`src/rtl/demux_pkg.sv`:
```
// Shared constants and types for the registered 1-to-4 demultiplexer.
package demux_pkg;

  // Channel select codes, {S1_in,S0_in}
  typedef enum logic [1:0] {
    CH_A = 2'b00,
    CH_B = 2'b01,
    CH_C = 2'b10,
    CH_D = 2'b11
  } chan_e;

  localparam int NUM_CH    = 4;
  localparam int DEF_WIDTH = 4;

  // Rejected-write counter geometry
  localparam int                  DROP_CNT_W   = 8;
  localparam logic [DROP_CNT_W-1:0] DROP_CNT_MAX = 8'd255;

  // Select code to one-hot channel mask (bit0=A ... bit3=D)
  function automatic logic [NUM_CH-1:0] sel_onehot(input logic [1:0] sel);
    logic [NUM_CH-1:0] mask;
    mask      = '0;
    mask[sel] = 1'b1;
    return mask;
  endfunction

endpackage

```
`src/rtl/demux_chan_reg.sv`:
```
// One demultiplexer channel: holds a word plus an occupied flag until acked.
// A write in the same cycle as an ack wins: new data is loaded and the
// channel stays occupied.
module demux_chan_reg #(
  parameter int WIDTH = 4
) (
  input  logic             Clk_in,
  input  logic             Rst_in,
  input  logic             wr_en,
  input  logic             ack,
  input  logic [WIDTH-1:0] Data_in,
  output logic [WIDTH-1:0] data,
  output logic             valid
);

  // Channel storage: load on write, otherwise release on ack
  always_ff @(posedge Clk_in) begin
    if (Rst_in) begin
      data  <= '0;
      valid <= 1'b0;
    end else if (wr_en) begin
      data  <= Data_in;
      valid <= 1'b1;
    end else if (ack) begin
      valid <= 1'b0;
    end
  end

endmodule

```
`src/rtl/demux_14_4bit_reg.sv`:
```
// Registered 1-to-4 demultiplexer with per-channel valid/ack handshake.
// Writes to an occupied, un-acked channel are rejected and flagged on Drop_out.
// Optional build macro DEMUX_DROP_CNT_EN adds Drop_cnt_out, a saturating
// count of rejected writes.
module demux_14_4bit_reg
  import demux_pkg::*;
#(
  parameter int WIDTH = DEF_WIDTH
) (
  input  logic             Clk_in,
  input  logic             Rst_in,
  input  logic [WIDTH-1:0] Data_in,
  input  logic             S0_in,
  input  logic             S1_in,
  input  logic             Load_in,
  input  logic [3:0]       Ack_in,
  output logic [WIDTH-1:0] A_out,
  output logic [WIDTH-1:0] B_out,
  output logic [WIDTH-1:0] C_out,
  output logic [WIDTH-1:0] D_out,
  output logic [3:0]       Valid_out,
  output logic             Ready_out,
  output logic             Drop_out
`ifdef DEMUX_DROP_CNT_EN
  ,
  output logic [DROP_CNT_W-1:0] Drop_cnt_out
`endif
);

  logic [1:0]        sel;
  logic [NUM_CH-1:0] sel_mask;
  logic [NUM_CH-1:0] wr_en;
  logic              accept;
  logic              reject;
  logic [WIDTH-1:0]  chan_data [NUM_CH];

  // Select decode, readiness of the selected channel and write steering
  always_comb begin
    sel       = {S1_in, S0_in};
    sel_mask  = sel_onehot(sel);
    Ready_out = ~Valid_out[sel] | Ack_in[sel];
    accept    = Load_in & Ready_out;
    reject    = Load_in & ~Ready_out;
    wr_en     = accept ? sel_mask : '0;
  end

  for (genvar i = 0; i < NUM_CH; i++) begin : g_chan
    demux_chan_reg #(
      .WIDTH (WIDTH)
    ) u_chan (
      .Clk_in  (Clk_in),
      .Rst_in  (Rst_in),
      .wr_en   (wr_en[i]),
      .ack     (Ack_in[i]),
      .Data_in (Data_in),
      .data    (chan_data[i]),
      .valid   (Valid_out[i])
    );
  end

  assign A_out = chan_data[CH_A];
  assign B_out = chan_data[CH_B];
  assign C_out = chan_data[CH_C];
  assign D_out = chan_data[CH_D];

  // One-cycle pulse following each rejected write
  always_ff @(posedge Clk_in) begin
    if (Rst_in) Drop_out <= 1'b0;
    else        Drop_out <= reject;
  end

`ifdef DEMUX_DROP_CNT_EN
  // Saturating rejected-write counter, advances on the edge that raises Drop_out
  always_ff @(posedge Clk_in) begin
    if (Rst_in)
      Drop_cnt_out <= '0;
    else if (reject && (Drop_cnt_out != DROP_CNT_MAX))
      Drop_cnt_out <= Drop_cnt_out + DROP_CNT_W'(1);
  end
`endif

endmodule

```
`config.mk`:
```
export PLATFORM = sky130hd
export DESIGN_NAME = demux_14_4bit_reg
export DESIGN_NICKNAME = d
export VERILOG_FILES = /design/src/rtl/demux_pkg.sv /design/src/rtl/demux_chan_reg.sv /design/src/rtl/demux_14_4bit_reg.sv
export SDC_FILE = /design/constraint.sdc
export NUM_CORES = 1
export LEC_CHECK = 0
export BUFFER_PORTS_ARGS = -buffer_cell sky130_fd_sc_hd__buf_2
export CAP_MARGIN = 20
export CORE_AREA = 2 2 52 74
export CTS_CLUSTER_DIAMETER = 120
export CTS_CLUSTER_SIZE = 30
export DETAILED_ROUTE_END_ITERATION = 10
export DIE_AREA = 0 0 54 76
export PLACE_DENSITY_LB_ADDON = 0.15
export SETUP_SLACK_MARGIN = 0.4
export SYNTH_ARGS = -nofsm -noshare
export SYNTH_HDL_FRONTEND = slang
export SYNTH_SLANG_ARGS = --single-unit
```
`constraint.sdc`:
```
create_clock -name Clk_in -period 1.03 [get_ports Clk_in]
set_input_delay 0.206 -clock Clk_in [delete_from_list [all_inputs] [get_ports Clk_in]]
set_output_delay 0.206 -clock Clk_in [all_outputs]
set_load 0.02 [all_outputs]
```
==> Word level (Yosys, flattened, before mapping) <==
Index checks and enable logic that the tools add are counted.
{ "classes": {"magnitude_cmp": 2, "mux": 15, "bitwise_logic": 5, "reduce_logical": 5} }
{ "ops": {"columns": ["cell", "count"], "rows": [
  ["$mux 1", 11],
  ["$reduce_bool 2->1", 4],
  ["$bmux 1 s2", 2],
  ["$mux 4", 1],
  ["$lt 2x3->1 const B", 1],
  ["$and 1x1->1", 2],
  ["$demux 1 s2", 1],
  ["$ge 2x1->1 const B", 1],
  ["$not 1->1", 2],
  ["$logic_and 1x1->1", 1],
  ["$or 1x1->1", 1]
]} }
{ "totals": {"register_bits": 21, "input_bits": 13, "out_inout_bits": 22, "elab_cells": 36} }

==> Logic depth before layout (Yosys ltp) <==
{ "depth": {"ltp_word": 7, "ltp_mapped": 4, "mapped_depth_nobuf": 3} }

==> By module <==
From an unflattened synthesis, not the netlist that was laid out.
{ "unflattened": {"hier_cells": 80, "area_unflattened_um2": 858.3} }
{ "modules_own_cells": {"columns": ["module", "instances", "cells_each", "area_per_inst_um2", "seq_area_each_um2"], "rows": [
  ["demux_chan_reg", 4, 17, 181.4, 100.1],
  ["demux_14_4bit_reg", 1, 12, 132.6, 20.0]
]} }

==> Least setup slack after synthesis <==
No wires, ideal clock.
{ "synth_path": {"path_type": "reg-to-reg", "from": "register g_chan[3].u_chan.valid", "to": "register Drop_out", "setup_ps": 73, "t_arrival_ps": 1126, "required_time_ps": 957, "path_slack_ps": -169, "path_stages_with_launch": 4, "path_buffers": 0, "synth_period_minus_slack_ps": 1199, "path_cell_list": "dfxtp_1 -> nand2b_4 -> mux4_2 -> nor3b_2"} }
{ "synth_via": {"elab_chain_len": 6} }
{ "synth_lines": {"columns": ["element", "line", "text"], "rows": [
  ["from (decl)", "demux_chan_reg.sv:13", "output logic valid"],
  ["from (signal assigned)", "demux_chan_reg.sv:20", "valid <= 1'b0;"],
  ["from (signal assigned)", "demux_chan_reg.sv:23", "valid <= 1'b1;"],
  ["from (signal assigned)", "demux_chan_reg.sv:25", "valid <= 1'b0;"],
  ["$bmux 1 s2", "demux_14_4bit_reg.sv:41", "Ready_out = ~Valid_out[sel] | Ack_in[sel];"],
  ["$mux 1 (not written as such)", "demux_14_4bit_reg.sv:41", null],
  ["$not 1->1", "demux_14_4bit_reg.sv:41", null],
  ["$or 1x1->1", "demux_14_4bit_reg.sv:41", null],
  ["net Ready_out", "demux_14_4bit_reg.sv:22", "output logic Ready_out,"],
  ["$not 1->1", "demux_14_4bit_reg.sv:43", "reject = Load_in & ~Ready_out;"],
  ["$and 1x1->1", "demux_14_4bit_reg.sv:43", null],
  ["to (signal assigned)", "demux_14_4bit_reg.sv:69", "else Drop_out <= reject;"],
  ["to (decl)", "demux_14_4bit_reg.sv:23", "output logic Drop_out"]
]} }
The timed path passes the listed nets, and every way through them passes these cells. The select of a mux whose other input is x is not followed.
A chain may end at the register's enable or synchronous reset.

==> Worst setup path in the final report <==
{ "layout_path": {"from": "register g_chan[3].u_chan.valid", "to": "output port Ready_out"} }
{ "layout_via": {"elab_chain_len": 4} }
{ "layout_lines": {"columns": ["element", "line"], "rows": [
  ["$bmux 1 s2", "demux_14_4bit_reg.sv:41"],
  ["$mux 1 (not written as such)", "demux_14_4bit_reg.sv:41"],
  ["$not 1->1", "demux_14_4bit_reg.sv:41"],
  ["$or 1x1->1", "demux_14_4bit_reg.sv:41"],
  ["to (decl)", "demux_14_4bit_reg.sv:22"]
]} }
No other way between the ends. The select of a mux whose other input is x is not followed.

==> results.json <==
{
  "r2r-end": "Drop_out$_SDFF_PP0_",
  "ys_seq_area_share_pct": 46.6,
  "hold_violations": 0,
  "synthFlopType": "dfxtp_1",
  "period_needed_ns": 1.51,
  "drc": 0,
  "die_w_um": 54,
  "critPathCaptureType": "output pin",
  "critical_path.max_fanout": 2,
  "hold_class": "input pin to register",
  "grt_use_total_pct": 12.1,
  "clkTransAtPathRegs_ns": 0.08,
  "fmax_mhz": 663,
  "cts-root-buf": "clkbuf_8",
  "initial_utilization_pct": 25.7,
  "die-area_um2": 4100,
  "crit_start": "g_chan[3].u_chan.valid$_SDFFE_PP0P_",
  "cp.arrival_ns": 1.30,
  "reg2reg_depth": 4,
  "p_seq_share_pct": 51.0,
  "power_density_nw_per_um2": 1130,
  "cell_internal_pwr_mw": 1.28,
  "post-route-util_pct": 42.8,
  "critical_path_class": "register to output pin",
  "ys_warn_count": 0,
  "drt_iter0_drc": 7,
  "antenna_found_initial": 0,
  "syn_to_final_growth_pct": 66.9,
  "core_region_area_um2": 3510,
  "switching_share_pct": 24.8,
  "overflow": 0,
  "gp_congestion": 0.651,
  "hold_end": "Drop_out$_SDFF_PP0_",
  "r2r_setup_slack_ns": -0.22,
  "dp_hpwl_mm": 1.56,
  "required_ns": 0.82,
  "drive_above_1_share_pct": 69.5,
  "cts_buffer_depth": 2,
  "combPwrFrac_pct": 17.2,
  "ir_drop_mv": 0.534,
  "r2r_start": "g_chan[3].u_chan.valid$_SDFFE_PP0P_",
  "numCtsBuffers": 3,
  "netlist.area_leader.share_pct": 46.6,
  "stdcell_count": 173,
  "dieHeight_um": 76,
  "syn-mean-instance-area_um2": 11.3,
  "ys_ff_latch": 21,
  "relSlewSlack_pct": 81.3,
  "min_from": "Load_in",
  "total_power_mw": 1.70,
  "via_per_inst": 4.34,
  "yosys-top-cells-area": "dfxtp_1 (47%), mux2i_1 (18%), nand2b_1 (14%)",
  "cp-start-kind": "register",
  "rsz0062_at_grt": "true",
  "io_pins": 35,
  "num_rows": 26,
  "ant_nets": 0,
  "p_leak_nw": 0.710,
  "finalCritPeriodShare_pct": 147,
  "async_flop_share_pct": 0,
  "fin_ws_ns": -0.479,
  "clk-insertion-delay-late_ns": 0.26,
  "syn_nets": 93,
  "synthCells": 80,
  "synthDistinctLibCells": 14,
  "synth_top_area_cell": "dfxtp_1",
  "holdPathStages": 2,
  "place_inst": 157,
  "grt_pass1_wl_mm": 3.74,
  "clkPwrFrac_pct": 31.8,
  "violations": "setup timing",
  "netlist_top_cells_count": "dfxtp_1 (21), nand2b_1 (20), mux2i_1 (16)",
  "finalNetCount": 145,
  "num_vias": 750,
  "syn_area_um2": 902,
  "diodes": 0,
  "wire_per_inst_um": 13.1,
  "yosysMostFrequentCell": "dfxtp_1",
  "slew_violations": 0,
  "setup_viol": 7,
  "worstMarginPinSlew_ns": 0.280,
  "drt-pass1-iter-count": 4,
  "h-tree-depth": 1,
  "cts.sinks": 21,
  "port_buffers": 34,
  "skew_ns": 0.00215,
  "first_global_vias": 807,
  "hold_slack_ns": 0.260,
  "synth-edff-count": 0,
  "grt_max_degree": 17,
  "drt_wl_total_mm": 2.27,
  "drv_cap": 0,
  "netSwitchingPower_mw": 0.422,
  "postCtsHoldBufs": 0,
  "outcome": "complete, but fails checks",
  "cts_tree": "yes"
}
layout by cell type, fill, tap and decap left out:
cell / instances
clkinv_2: 1
a21oi_2: 3
nand4_1: 1
nand2b_4: 4
buf_4: 15
buf_12: 1
nand4b_1: 2
nor3b_2: 1
nand2_8: 1
mux4_2: 1
buf_2: 13
nand2b_1: 20
dfxtp_2: 21
clkbuf_8: 3
a21oi_1: 1
and4_4: 1
nor3b_4: 1
buf_6: 25
mux2i_1: 16
registers in the layout (all words and copies together) (netlist names):
signal	flops
Drop_out	1
g_chan.u_chan.data	16
g_chan.u_chan.valid	4
worst max path at each step:
stage / slack [ns] / cells past startpoint / end
final: -0.48 / 3 / Ready_out
after floorplan: -0.14 / 3 / Drop_out$_SDFF_PP0_
after global routing: -0.52 / 3 / Ready_out
after global placement: -0.26 / 4 / Ready_out
after CTS: -0.49 / 3 / Ready_out
after detailed placement: -0.27 / 4 / Ready_out
metrics by stage:
step	cell area, um^2	TNS, ns	worst slack, ns
2_1_floorplan	936	-0.249	-0.140
3_3_place_gp	1180	-0.786	-0.261
3_5_place_dp	1180	-0.983	-0.271
4_1_cts	1450	-0.912	-0.493
5_1_grt	1510	-1.55	-0.518
6_report	1510	-0.834	-0.479
per-layer routing:
metal	up-vias	global-route usage (%)	share of wire [%]
li1	371	-	-
met1	348	14.9	41
met2	28	20.1	51
met3	3	2.94	6.9
met4	0	3.75	1.1
met5	-	0	0
critical path, cell delays in order (launching register included):
cell and delay [ns]:
dfxtp_2 0.35, nand2b_4 0.06, mux4_2 0.48, buf_6 0.15
layout make-up:
cell class / instances / area (um^2)
clock inverter: 1 / 5.00
sequential: 21 / 447
tap: 42 / 52.6
multi-input combinational: 52 / 480
clock buffer: 3 / 41.3
fill: 367 / 2010
timing repair buffer: 54 / 479
power groups by stage:
stage | combinational, mW | sequential (mW) | clock (mW)
after detailed placement | 0.229 | 0.876 | 0
after global routing | 0.314 | 0.871 | 0.596
final | 0.292 | 0.867 | 0.540
after global placement | 0.226 | 0.876 | 0
after floorplan | 0.111 | 0.904 | 0
after CTS | 0.279 | 0.867 | 0.566
logic make-up (layout without fill, tap and decap cells):
family	after synthesis	in the layout	synth area share, %
simple gates	31	31	26.4
compound gates	4	4	2.22
buf+inv	7	58	4.58
flops	21	21	46.6
mux	17	17	20.2
timing repair:
item	in CTS	in global routing
setup endpoints to repair	43	43
gates resized for setup	66	2
buffers inserted	6	6
pin swaps	2	0
hold endpoints to repair	0	0
No activity file was read; power rests on OpenSTA's default activity.
